[config.mk]
export PLATFORM = sky130hd
export DESIGN_NAME = instruction_fetcher
export DESIGN_NICKNAME = d
export VERILOG_FILES = /design/src/rtl/instruction_fetcher.sv
export SDC_FILE = /design/constraint.sdc
export NUM_CORES = 1
export LEC_CHECK = 0
export ABC_CLOCK_PERIOD_IN_PS = 2650
export CORE_UTILIZATION = 35
export CTS_CLUSTER_SIZE = 24
export DETAILED_ROUTE_END_ITERATION = 16
export PLACE_DENSITY_LB_ADDON = 0.05
export SYNTH_ARGS = -nofsm -noshare
export SYNTH_HDL_FRONTEND = slang
export SYNTH_SLANG_ARGS = --single-unit
[constraint.sdc]
create_clock -name clk -period 2.65 [get_ports clk]
set_input_delay 0.265 -clock clk [delete_from_list [all_inputs] [get_ports clk]]
set_output_delay 0.265 -clock clk [all_outputs]
set_load 0.01 [all_outputs]
[src/rtl/instruction_fetcher.sv]
// instruction_fetcher: req/ack instruction fetch stage started and stopped by the controller's fetcher_reset level.
// Define INSTRUCTION_FETCHER_ICACHE_EN to build the direct-mapped instruction cache and its LOOKUP state.
module instruction_fetcher #(
    parameter int CACHE_LINES = 16
) (
    input  logic        clk,
    input  logic        reset,
    input  logic        fetcher_reset,
    input  logic [31:0] pc,
    output logic        fetcher_completed,
    output logic [31:0] instruction,
    output logic        mem_req,
    output logic [29:0] mem_addr,
    input  logic        mem_ack,
    input  logic [31:0] mem_rdata,
    input  logic        icache_flush
);
    localparam logic [1:0] IDLE   = 2'd0;
    localparam logic [1:0] LOOKUP = 2'd1;
    localparam logic [1:0] REQ    = 2'd2;
    localparam logic [1:0] DONE   = 2'd3;

    logic [1:0]  state_q, state_d;
    logic [31:0] instr_q, instr_d;
    logic [29:0] addr_q, addr_d;
    logic        hit;
    logic [31:0] hit_data;
    logic        fill;
    logic [1:0]  start_state;

    assign fill = (state_q == REQ) && mem_ack;

`ifdef INSTRUCTION_FETCHER_ICACHE_EN
    localparam int IDX_W = $clog2(CACHE_LINES);

    logic [CACHE_LINES-1:0] valid_q;
    logic [29-IDX_W:0]      tag_q  [CACHE_LINES];
    logic [31:0]            data_q [CACHE_LINES];
    logic [IDX_W-1:0]       idx;
    logic                   unused_pc;

    assign idx         = addr_q[IDX_W-1:0];
    assign hit         = valid_q[idx] && (tag_q[idx] == addr_q[29:IDX_W]) && !icache_flush;
    assign hit_data    = data_q[idx];
    assign start_state = LOOKUP;
    assign unused_pc   = ^pc[1:0];

    // A flush in the same cycle as a fill leaves the line invalid.
    always_ff @(posedge clk or negedge reset) begin
        if (!reset) valid_q <= '0;
        else if (icache_flush) valid_q <= '0;
        else if (fill) valid_q[idx] <= 1'b1;
    end

    always_ff @(posedge clk) begin
        if (fill) begin
            tag_q[idx]  <= addr_q[29:IDX_W];
            data_q[idx] <= mem_rdata;
        end
    end
`else
    logic unused_bits;

    assign hit         = 1'b0;
    assign hit_data    = '0;
    assign start_state = REQ;
    assign unused_bits = ^{pc[1:0], icache_flush, fill};
`endif

    always_comb begin
        state_d = state_q;
        instr_d = instr_q;
        addr_d  = addr_q;
        case (state_q)
            IDLE: begin
                state_d = fetcher_reset ? IDLE : start_state;
                addr_d  = fetcher_reset ? addr_q : pc[31:2];
            end
            LOOKUP: begin
                state_d = fetcher_reset ? IDLE : (hit ? DONE : REQ);
                instr_d = (!fetcher_reset && hit) ? hit_data : instr_q;
            end
            // A memory transaction always runs to its ack, even when aborted.
            REQ: begin
                state_d = !mem_ack ? REQ : (fetcher_reset ? IDLE : DONE);
                instr_d = mem_ack ? mem_rdata : instr_q;
            end
            default: state_d = fetcher_reset ? IDLE : DONE;
        endcase
    end

    always_ff @(posedge clk or negedge reset) begin
        if (!reset) begin
            state_q <= IDLE;
            instr_q <= '0;
            addr_q  <= '0;
        end else begin
            state_q <= state_d;
            instr_q <= instr_d;
            addr_q  <= addr_d;
        end
    end

    assign fetcher_completed = (state_q == DONE);
    assign mem_req           = (state_q == REQ);
    assign mem_addr          = addr_q;
    assign instruction       = instr_q;
endmodule
# [After elaboration in Yosys (flattened, before gate mapping)]
# Index checks and enable logic that the tools add are counted.
[word_totals] inputBits=69 reg_bits=64 ramBits=0 memories=0 out_inout_bits=64 elab_cells=15 rom_bits=0 latch_bits=0
[classes] mux=4 add_sub_neg=0 n_mul=0 n_eq_ne=3 bitwise=1 n_div=0 n_shift=0 n_reduce_logical=4 order_cmp=0
[op_table] cell="$mux 2" n=3
[op_table] cell="$eq 2x2->1 const B" n=2
[op_table] cell="$pmux 2 s2" n=1
[op_table] cell="$reduce_and 2->1" n=2
[op_table] cell="$eq 2x1->1 const B" n=1
[op_table] cell="$logic_not 2->1" n=1
[op_table] cell="$reduce_or 2->1" n=1
[op_table] cell="$not 1->1" n=1

# [Logic depth before layout (Yosys ltp)]
# Gate-level depths: netlist of the first run.
[depth] depth_word=3 ltp_mapped=3 ltp_nobuf=2

# [Worst setup path after synthesis of the first run]
# Ideal clock, no wire load.
[synth_path] kind="flip-flop to flip-flop" startpoint="register state_q[1]" endpoint="register addr_q[0] (netlist: mem_addr[0])" path_stages_with_launch=4 slack_ns=1.339 setup_ns=0.125 arrival_ns=1.186 required_ns=2.525 period_less_slack_ns=1.311 path_buffers=1 path_cell_list="dfrtp_1 > nor3_4 > buf_6 > mux2_2"
[synth_via] elab_chain_cells=2
[synth_rtl] element="start: declaration" line="23" source="logic [1:0] state_q, state_d;"
[synth_rtl] element="start signal: assignment" line="98" source="state_q <= state_d;"
[synth_rtl] element="$logic_not 2->1" line="74" source="case (state_q)"
[synth_rtl] element="$reduce_and 2->1 (no source line)"
[synth_rtl] element="end signal: assignment" line="100" source="addr_q <= addr_d;"
[synth_rtl] element="end: declaration" line="25" source="logic [29:0] addr_q, addr_d;"
# Every way passes these cells.
# A chain may end at the register's enable or synchronous reset.

# [Worst setup path after layout of the first run]
[layout_path] startpoint="register state_q[0]" endpoint="output mem_req"
[layout_via] elab_chain_cells=1
[layout_rtl] element="$eq 2x2->1" line="105" source="assign mem_req = (state_q == REQ);"
[layout_rtl] element="end: declaration" line="12" source="output logic mem_req,"
# Every way passes these cells.

==> out/results.ini, run 1 <==
[synth]
muxShareOfSynthArea_pct=31.8
synth_fa_ha_area_share_pct=0
synth_top_area_share_pct=62.8
yosysSeqAreaShare_pct=62.8
yosys_warnings=0
synth_simple_gate_area_share_pct=2.36
synth_compound_area_share_pct=0.196
netlist.top_cell.by_area=dfrtp_1
ys_top_cells_by_count=dfrtp_1, mux2_2, mux2_4
syn_area_per_cell_sq_um=18.2
synthCells=140
synth-async-reset-ratio_pct=100
syn-num-nets=209
synth_area_leaders=dfrtp_1, mux2_4, mux2_2, buf_6, mux2_1
synth_edf_count=0
synth_xor_area_share_pct=0
syn_area_sq_um=2550
synth_cell_types=13
synth_top_family_by_area=multiplexers
ys_ff_latch=64
synth_most_common_cell=dfrtp_1
synth_flop_cell=dfrtp_1

[sta]
fmax_mhz=550
clock_skew_ns=0.00802
hold_viol_final=0
fin_crit_sh_pct=68.7
min_period_ns=1.82
setup_viol=0
max-slew-margin-rel_pct=61.3
rsz0062_at_grt=no
finalMaxSlewViolations=0
tightest_slew_ns=0.581
final.setup.tns_ns=0

[drt]
ant_nets=0
drc=0
first_iter_violations=31
drt_first_pass_iters=4
wirelength_microns=5390
vias=1656
vias_per_cell=4.35
post_drt_wl_per_cell_microns=14.2

[global_route]
grt_use_total_pct=14.4
grt_pass1_wl_microns=8110
antenna_found_initial=0
grt_pass1_vias=1654
grt-ovfl-total=0
grt_max_degree=33

[worst_setup_path]
cp_max_fo=5
crit_required_ns=2.38
slowest_delay_ns=0.55
slowest_stage=clkdlybuf4s50_1
cp_data_arrival_time_ns=1.55
crit_path_start_kind=flop
crit_chain=nand2b_1 > inv_1 > clkdlybuf4s50_1
setup.worst_path.class=reg2out
cp-end-kind=output pin

[placement]
portBuffers=129
hpwlAfterDp_microns=3930
gp_congestion=0.708

[pwr]
p_per_area_nw_per_um2=727
leakagePower_nw=1.80
irDropWorstVdd_mv=0.288
internal_power_w=0.00224
clkPwrFrac_pct=25.6
p_comb_share_pct=31.5
swShare_pct=25.3
p_sw_w=0.000756
p_seq_share_pct=42.9

[floorplanning]
boundaryPins=133
fp.coreArea_sq_um=6910
die_w_microns=87.3
dieArea_sq_um=7630
start_util_pct=36.9
fp.dieH_microns=87.3
rows=30

[clock_network]
cts_buffers=9
hold_buffers=1
h-tree-depth=3
post_cts_buffers=0
clkTransAtPathRegs_ns=0.07
cts_sinks=64
cts_resized=0
clock_path_buffers=2
clk_latency_ns=0.33
clock-root-buffer=clkbuf_8
cts_tree=built

[flow_run]
cap_violations=0

[finish]
finalNetCount=349
finalCoreUtilization_pct=59.6
diodes=0
drive_gt1_share_pct=29.1
area_delta_synth_final_pct=61.6

[outcome]
status=complete, no violations

[worst_hold_path]
min_path_type=in2async

-- layout by cell type, fill, tap and decap left out, types with 2 or more instances in the layout --
cell type | synthesis | layout
buf_4 | 0 | 5
dfrtp_1 | 64 | 64
clkinv_2 | 0 | 3
clkbuf_8 | 0 | 12
mux2_1 | 2 | 2
mux2_2 | 30 | 30
mux2_4 | 30 | 30
clkdlybuf4s50_1 | 0 | 128
-- power by group through the flow --
| stage | sequential [W] | clock [W] | combinational (W) |
|---|---|---|---|
| after detailed placement | 0.00130 | 0 | 0.000956 |
| after global routing | 0.00131 | 0.000837 | 0.00100 |
| after floorplan | 0.00140 | 0 | 0.000288 |
| after CTS | 0.00129 | 0.000797 | 0.000959 |
| after global placement | 0.00130 | 0 | 0.000948 |
| final | 0.00128 | 0.000765 | 0.000943 |
-- sequential cells by signal, indices dropped and copies added (netlist names) --
register	cells
instruction	32
mem_addr	30
state_q	2
-- worst max-delay path, delay by kind of cell, from the launching register on --
kind          cells  cell delay, ns
buf+inv           2            0.61
flops             1            0.43
simple gates      1            0.18
-- worst paths after layout --
| path | start | endpoint | slack [ns] | cells past startpoint |
|---|---|---|---|---|
| worst max-delay path | state_q[0] | mem_req | 0.83 | 3 |
| worst min-delay path | reset | mem_addr[3] | 0.44 | 2 |
| worst max register to register | state_q[0] | instruction[22] | 1.05 | 3 |
| worst min register to register | mem_addr[3] | mem_addr[3] | 0.49 | 1 |
| max in group asynchronous | reset | mem_addr[25] | 1.52 | 3 |
| min in group clk | mem_addr[3] | mem_addr[3] | 0.49 | 1 |
-- routing by layer --
metal,part of all wire (%),GRT usage (%)
met2,46,21.7
met1,44,18.3
met5,0,0
met3,8.8,5.21
met4,1.4,6.71
-- stage by stage --
step	cell area, sq um	hold WS (ns)	power, W	instances	setup slack, ns
global placement	3930	0.278	0.00225	364	0.764
CTS	4120	0.456	0.00304	381	0.809
global route	4120	0.501	0.00314	381	0.749
detailed placement	3930	0.275	0.00226	364	0.761
finish	4120	0.445	0.00299	381	0.830
floorplan	2550	-0.0306	0.00169	140	1.34
-- kinds of logic (layout without fill, tap and decap cells) --
family,count (synthesis),count (layout)
flops,64,64
mux,62,62
buf+inv,7,152
simple gates,6,6
compound gates,1,1
-- area by class of cell --
class                           instances  area (sq um)
Clock buffer                           13           169
Fill cell                             577          2790
Timing Repair Buffer                  135          1330
Multi-Input combinational cell         69           876
Clock inverter                          3          15.0
Tap cell                               96           120
Sequential cell                        64          1600
Inverter                                1          3.75
(Power assumes the default switching activity.)
==> run 2: changes to the inputs <==
ABC_CLOCK_PERIOD_IN_PS = 1900   (was 2650)
clock period = 1.9 ns   (was 2.65 ns; I/O delays follow)
==> out/results.ini, run 2 (synthesis results as in run 1) <==
[finish]
area_delta_synth_final_pct=64.8
finalNetCount=350  ; +0.29%
fin_cells=381  ; unchanged
final_cell_mix=clkdlybuf4s50_1, dfrtp_1, mux2_4, mux2_2, clkbuf_8
drive_gt1_share_pct=29.1  ; unchanged
diodes=0  ; unchanged
final_common_cell=clkdlybuf4s50_1
largest_reg_flops=32  ; unchanged

[drt]
wirelength_microns=5270  ; -2.3%
vias=1647  ; -0.54%
first_iter_violations=15  ; -52%
drt_first_pass_iters=3  ; -1
drc=0  ; unchanged
post_drt_wl_per_cell_microns=13.8  ; -2.3%
ant_nets=0  ; unchanged
vias_per_cell=4.32  ; -0.54%

[clock_network]
cts_buffers=9  ; unchanged
cts_tree=built
post_cts_buffers=0  ; unchanged
h-tree-depth=3  ; unchanged
clkTransAtPathRegs_ns=0.07  ; about the same
cts_sinks=64  ; unchanged
cts_resized=0  ; unchanged
clock_path_buffers=2  ; unchanged
clk_latency_ns=0.33  ; about the same
clock-root-buffer=clkbuf_8

[placement]
gp_congestion=0.706  ; -0.18%
portBuffers=129  ; unchanged
hpwlAfterDp_microns=3850  ; -2.0%
placed_cells=365  ; +0.27%

[worst_setup_path]
slowest_stage=clkdlybuf4s50_1
cp-end-kind=output pin
setup.worst_path.class=reg2out
crit_required_ns=1.71  ; -0.67 ns
cp_data_arrival_time_ns=1.56  ; about the same
cp_max_fo=5  ; unchanged
slowest_delay_ns=0.55  ; about the same
crit_path_start_kind=flop
crit_buf_inv=2  ; unchanged
crit_chain=nand2b_1 > inv_1 > clkdlybuf4s50_1
cp_top_family=buffers and inverters

[global_route]
grt_pass1_vias=1709  ; +3.3%
grt-ovfl-total=0  ; unchanged
grt_pass1_wl_microns=8620  ; +6.3%
antenna_found_initial=0  ; unchanged
grt_use_total_pct=15.2  ; +0.89 points
grt_max_degree=33  ; unchanged

[sta]
fin_crit_sh_pct=91.9
tightest_slew_ns=0.715  ; +0.135 ns
clock_skew_ns=0.00511  ; -0.00291 ns
fmax_mhz=573
max-slew-margin-rel_pct=52.3  ; -9.0 points
min_period_ns=1.75
hold_ws_ns=0.451  ; +0.00576 ns
finalMaxSlewViolations=0  ; unchanged
final.setup.tns_ns=0  ; unchanged
setup_viol=0  ; unchanged
rsz0062_at_grt=no
hold_viol_final=0  ; unchanged

[floorplanning]
rows=30  ; unchanged
fp.dieH_microns=87.3  ; unchanged
boundaryPins=133  ; unchanged
fp.coreArea_sq_um=6910  ; unchanged
start_util_pct=36.9  ; unchanged
die_w_microns=87.3  ; unchanged
dieArea_sq_um=7630  ; unchanged

[pwr]
total_power_w=0.00439  ; +47%
irDropWorstVdd_mv=0.440  ; +53%
leakagePower_nw=1.83  ; +1.7%
p_per_area_nw_per_um2=1050  ; +44%

[flow_run]
cap_violations=0  ; unchanged

[worst_hold_path]
min_path_type=in2async

[outcome]
status=complete, no violations

run 2: final timing paths:
| path | from | end | slack [ns] | cells after the start |
|---|---|---|---|---|
| setup / recovery | state_q[0] | mem_req | 0.15 | 3 |
| hold / removal | reset | mem_addr[8] | 0.45 | 2 |
| setup reg to reg | state_q[1] | mem_addr[22] | 0.44 | 3 |
| hold reg to reg | mem_addr[2] | mem_addr[2] | 0.50 | 1 |
| max in group asynchronous | reset | mem_addr[4] | 0.83 | 3 |
| min in group clk | pc[5] | mem_addr[3] | 0.46 | 2 |
run 2: timing repair:
item                                    in CTS  in global routing
endpoints found under the hold margin       29                  0
endpoints found under the setup margin       0                  0
hold buffers                                 1                  0
run 2: metal layers:
layer | share of wire [%] | vias to the layer above | track usage (%)
met5 | 0 | - | 0
met4 | 2.1 | 0 | 7.30
met3 | 9.5 | 10 | 6.07
met2 | 46 | 77 | 22.0
met1 | 42 | 791 | 19.9
li1 | - | 769 | -
run 2: power breakdown:
group          total [W]  internal, W  switching [W]
Sequential       0.00179      0.00165       0.000147
Combinational    0.00133     0.000909       0.000416
Clock            0.00127     0.000802       0.000473
Total            0.00439      0.00336        0.00104
run 2: final cells by class:
cell class,count,area [sq um]
clock buffers,12,155
flip-flops and latches,64,1600
inverters,1,3.75
repair buffers,136,1380
multi-input cells,69,876
well taps,96,120
fillers,561,2710
clock inverters,3,65.1
run 2: metrics by stage:
| stage | instance area [sq um] | setup slack, ns | util (%) |
|---|---|---|---|
| 6_report | 4200 | 0.155 | 60.8 |
| 3_5_place_dp | 3970 | 0.255 | 57.5 |
| 2_1_floorplan | 2550 | 0.589 | - |
| 5_1_grt | 4200 | 0.0748 | 60.8 |
| 3_3_place_gp | 3970 | 0.287 | 57.5 |
| 4_1_cts | 4200 | 0.136 | 60.8 |
==> run 3: changes to the inputs <==
CELL_PAD_IN_SITES_DETAIL_PLACEMENT = 0   (was default)
CELL_PAD_IN_SITES_GLOBAL_PLACEMENT = 2   (was default)
CORE_UTILIZATION = 25   (was 35)
==> out/results.ini, run 3 (synthesis results as in run 1) <==
[outcome]
status=complete, no violations

[sta]
rsz0062_at_grt=no
fin_crit_sh_pct=91.5  ; -0.38 points
setup_viol=0  ; unchanged
hold_ws_ns=0.407  ; -0.0438 ns
finalMaxSlewViolations=0  ; unchanged
min_period_ns=1.74  ; -0.00715 ns
hold_viol_final=0  ; unchanged
fmax_mhz=575  ; +0.41%
tightest_slew_ns=0.363  ; -0.352 ns
final.setup.tns_ns=0  ; unchanged
max-slew-margin-rel_pct=75.8  ; +23 points
clock_skew_ns=0.00468  ; -0.000424 ns
setup_ws_ns=0.162  ; +0.00715 ns

[drt]
first_iter_violations=46  ; +31
wirelength_microns=5770  ; +9.4%
ant_nets=0  ; unchanged
post_drt_wl_per_cell_microns=13.8  ; about the same
vias_per_cell=3.98  ; -7.9%
drt_first_pass_iters=2  ; -1
vias=1661  ; +0.85%
drc=0  ; unchanged

[clock_network]
h-tree-depth=3  ; unchanged
cts_resized=0  ; unchanged
cts_tree=built
post_cts_buffers=0  ; unchanged
clk_latency_ns=0.33  ; about the same
hold_buffers=1  ; unchanged
clock-root-buffer=clkbuf_8
cts_sinks=64  ; unchanged
cts_buffers=9  ; unchanged
clkTransAtPathRegs_ns=0.07  ; about the same
clock_path_buffers=2  ; unchanged

[flow_run]
cap_violations=0  ; unchanged

[finish]
final_cell_mix=clkdlybuf4s50_1, dfrtp_1, mux2_4, mux2_2, clkbuf_8
largest_reg_flops=32  ; unchanged
fin_cells=417  ; +9.4%
final_common_cell=clkdlybuf4s50_1
diodes=0  ; unchanged
finalInstanceArea_sq_um=4240  ; +0.86%
drive_gt1_share_pct=29.2  ; +0.10 points
finalNetCount=349  ; -0.29%
area_delta_synth_final_pct=66.2

[placement]
placed_cells=401  ; +9.9%
gp_congestion=0.617  ; -13%
portBuffers=129  ; unchanged
hpwlAfterDp_microns=4020  ; +4.4%
pre_cts_slack_ns=0.184  ; -0.0711 ns
dpl_cell_area_sq_um=4020  ; +1.3%

[global_route]
grt_pass1_wl_microns=8870  ; +3.0%
grt-ovfl-total=0  ; unchanged
antenna_found_initial=0  ; unchanged
grt_pass1_vias=1731  ; +1.3%
grt_max_degree=65  ; +97%
grt_use_total_pct=11.4  ; -3.8 points

[worst_setup_path]
crit_path_start=state_q[0]
setup.worst_path.class=reg2out
cp_data_arrival_time_ns=1.55  ; about the same
crit_required_ns=1.71  ; about the same
r2r_cells=3  ; unchanged
rr_endpoint=instruction[28]
timing.rr.start=state_q[0]
crit_path_start_kind=flop
cp_max_fo=5  ; unchanged
cp-end-kind=output pin
r2r_slack_ns=0.44  ; about the same

[floorplanning]
dieArea_sq_um=10600  ; +39%
die_w_microns=103  ; +18%
fp.coreArea_sq_um=9820  ; +42%
start_util_pct=26.0  ; -11 points
rows=36  ; +20%
fp.dieH_microns=103  ; +18%
boundaryPins=133  ; unchanged

[worst_hold_path]
min_path_type=in2async

[pwr]
irDropWorstVdd_mv=0.525  ; +19%
p_per_area_nw_per_um2=1020  ; -2.1%
leakagePower_nw=1.83  ; -0.23%

[run 3: how the worst max path moves through the flow]
stage                      end  slack [ns]  cells past startpoint
2_1_floorplan      mem_addr[0]        0.59                      3
3_3_place_gp   instruction[27]        0.19                      4
3_5_place_dp   instruction[27]        0.18                      4
4_1_cts                mem_req        0.12                      3
5_1_grt                mem_req        0.06                      3
6_report               mem_req        0.16                      3
[run 3: layer usage]
layer / vias to the layer above / global-route usage (%) / share of wire [%]
li1: 767 / - / -
met5: - / 0 / 0
met1: 812 / 12.8 / 39
met2: 76 / 19.1 / 50
met3: 6 / 5.83 / 10
met4: 0 / 3.25 / 0.94
[run 3: through the flow]
stage                     util [%]  power (W)
after floorplan                  -    0.00235
after global placement        41.0    0.00316
after detailed placement      41.0    0.00317
after CTS                     43.1    0.00444
after global routing          43.1    0.00460
final                         43.1    0.00434
[run 3: area by class of cell]
class	instances	area, sq um
inverters	1	3.75
flip-flops and latches	64	1600
clock buffers	12	165
fillers	1000	5580
well taps	133	166
repair buffers	135	1380
multi-input cells	69	876
clock inverters	3	40.0
[run 3: critical path, cell delays in order, from the launching register on]
cell and delay, ns:
dfrtp_1 0.44, nand2b_1 0.18, inv_1 0.06, clkdlybuf4s50_1 0.54
[run 3: report_power, final]
| group | switching (W) | leakage, nW | internal (W) |
|---|---|---|---|
| Combinational | 0.000423 | 0.971 | 0.000912 |
| Sequential | 0.000147 | 0.751 | 0.00165 |
| Clock | 0.000507 | 0.108 | 0.000702 |
==> RTL edit (settings of run 2) <==
The option `INSTRUCTION_FETCHER_ICACHE_EN` is turned on by a define.
--- a/src/rtl/instruction_fetcher.sv
+++ b/src/rtl/instruction_fetcher.sv
@@ -1,4 +1,6 @@
 // instruction_fetcher: req/ack instruction fetch stage started and stopped by the controller's fetcher_reset level.
 // Define INSTRUCTION_FETCHER_ICACHE_EN to build the direct-mapped instruction cache and its LOOKUP state.
+`define INSTRUCTION_FETCHER_ICACHE_EN
+
 module instruction_fetcher #(
     parameter int CACHE_LINES = 16
Check against the original RTL: not equivalent (Yosys sat finds a counterexample within 4 cycles, from zero or initial values and one cycle with reset low).
==> RTL edit against run 2 <==
Synthesized area rose to 15 times the old value; sequential cell count rose by 944; setup slack got worse by 2200 ps; total power rose to 18 times the old value; non-clock buffer count rose by 334; wire length rose to 21 times the old value; fmax fell by 56%; clock skew rose by 19 ps; cell area rose to 12 times the old value; the run now ends with setup timing left.
==> RTL edit: results (changes against run 2) <==
The clock latency reported for the late side of the worst-skew pair is 700 ps (+370 ps), and the slew at the pin with the worst max-slew slack is 927 ps (+211 ps). The checks that failed: setup timing. For this design, the slowest cell found on the critical path is sky130_fd_sc_hd__mux4_2. For the leakage component of the power, the log shows 17.2 nW (+840%). In this run the worst setup path begins at mem_addr[1].

For the overall global routing resource usage, the log shows 19.6% (+4.4 points). The most common flop cell mapped by yosys was sky130_fd_sc_hd__edfxtp_1. CTS placed an instance of sky130_fd_sc_hd__clkbuf_16 at the clock tree root. The wire length of the first global-routing pass was 158000 µm (+1700%); the cell depth of the worst flop-to-flop path was 11 (+8). The biggest fanout along the worst timing path was 7 (+2); the setup-violating endpoint count in the final report was 1007 (+1007).

The run gives 4510 ps (+2950 ps) as the endpoint arrival time on the critical path. Following the worst setup path forward leads to its endpoint at instruction[25]. The cell internal power dissipation is 54.2 mW (+1500%).

The number of synthesized flops with an enable pin was 928 (+928); the fraction of the yosys area taken by sequential cells was 75.6% (+13 points). The number of instances in the synthesized netlist came out at 1850 (+1200%). Broken down by cell family, the worst path's largest delay share belongs to multiplexers.

The run gives 58 (+45) as the post-synthesis cell type count. The number of flip-flops under the largest register name was 512 (+1500%). The type of the worst min-delay path was input port to flop. The logs give 1923 (+820%) for the number of nets produced by synthesis and -2040 ps (-2190 ps) for the worst setup margin. The run finished, with violations left.
-- RTL edit: cells by family after synthesis --
| group | Yosys count | share of synthesized area, % |
|---|---|---|
| muxes | 388 | 18.1 |
| and+or+nand+nor | 215 | 2.30 |
| xor gates and xnor gates | 33 | 0.732 |
| adders and majority gates | 4 | 0.127 |
| AOI/OAI and AO/OA | 94 | 1.72 |
| buffers and inverters | 108 | 1.41 |
| DFF | 1008 | 75.6 |
-- RTL edit: worst min path at each step --
stage | start | endpoint | slack, ps
global route | pc[9] | mem_addr[7] | 40
finish | pc[7] | mem_addr[5] | 60
CTS | pc[7] | mem_addr[5] | 10
global placement | reset | instruction[7] | 40
floorplan | reset | instruction[0] | -110
detailed placement | reset | instruction[7] | 40
-- RTL edit: final cells by class --
| cell class | instances | area [µm²] |
|---|---|---|
| fill | 9420 | 60800 |
| sequential | 1008 | 29900 |
| multi-input combinational | 734 | 9350 |
| timing repair buffer | 470 | 5560 |
| clock buffer | 151 | 3110 |
| tap | 1488 | 1860 |
| clock inverter | 65 | 704 |
| inverter | 14 | 52.6 |
-- RTL edit: power groups by stage --
stage | combinational (mW) | sequential [mW] | clock, mW
5_1_grt | 29.7 | 27.8 | 23.6
3_5_place_dp | 26.1 | 28.2 | 0
4_1_cts | 27.9 | 27.7 | 22.8
3_3_place_gp | 26.0 | 28.2 | 0
6_report | 27.7 | 27.7 | 22.3
2_1_floorplan | 15.4 | 28.9 | 0
-- RTL edit: worst register-to-register path: cells and delay by family, from the launching register on --
| family | cells | cell delay [ps] |
|---|---|---|
| AOI/OAI and AO/OA | 2 | 620 |
| xor gates and xnor gates | 1 | 220 |
| buffers and inverters | 2 | 410 |
| DFF | 1 | 520 |
| muxes | 3 | 1320 |
| and+or+nand+nor | 3 | 720 |
-- RTL edit: metal layers --
| layer | vias to the layer above | wire length (µm) | global-route usage [%] |
|---|---|---|---|
| met5 | - | 0 | 0 |
| li1 | 8652 | - | - |
| met2 | 369 | 54300 | 32.4 |
| met4 | 0 | 1880 | 4.52 |
| met1 | 10900 | 50100 | 27.5 |
| met3 | 121 | 3690 | 2.72 |
-- RTL edit: timing repair --
item                       in CTS  in global routing
setup endpoints to repair    1012               1011
hold buffers                    2                  0
gates cloned                    5                  3
hold endpoints to repair       80                  0
setup buffers                  13                  4
pin swaps                       6                  2
resized for setup              84                 31
-- RTL edit: stage by stage --
stage	worst slack, ps	util (%)	setup TNS (ps)	hold WS, ps	total power [mW]
floorplan	-1490	-	-921510	-106	44.3
global placement	-2350	41.3	-525310	41.3	54.2
detailed placement	-2340	41.3	-528800	43.4	54.4
CTS	-1980	45.2	-398470	10.7	78.5
global route	-2130	45.4	-474540	39.2	81.2
finish	-2040	45.4	-393730	60.5	77.6
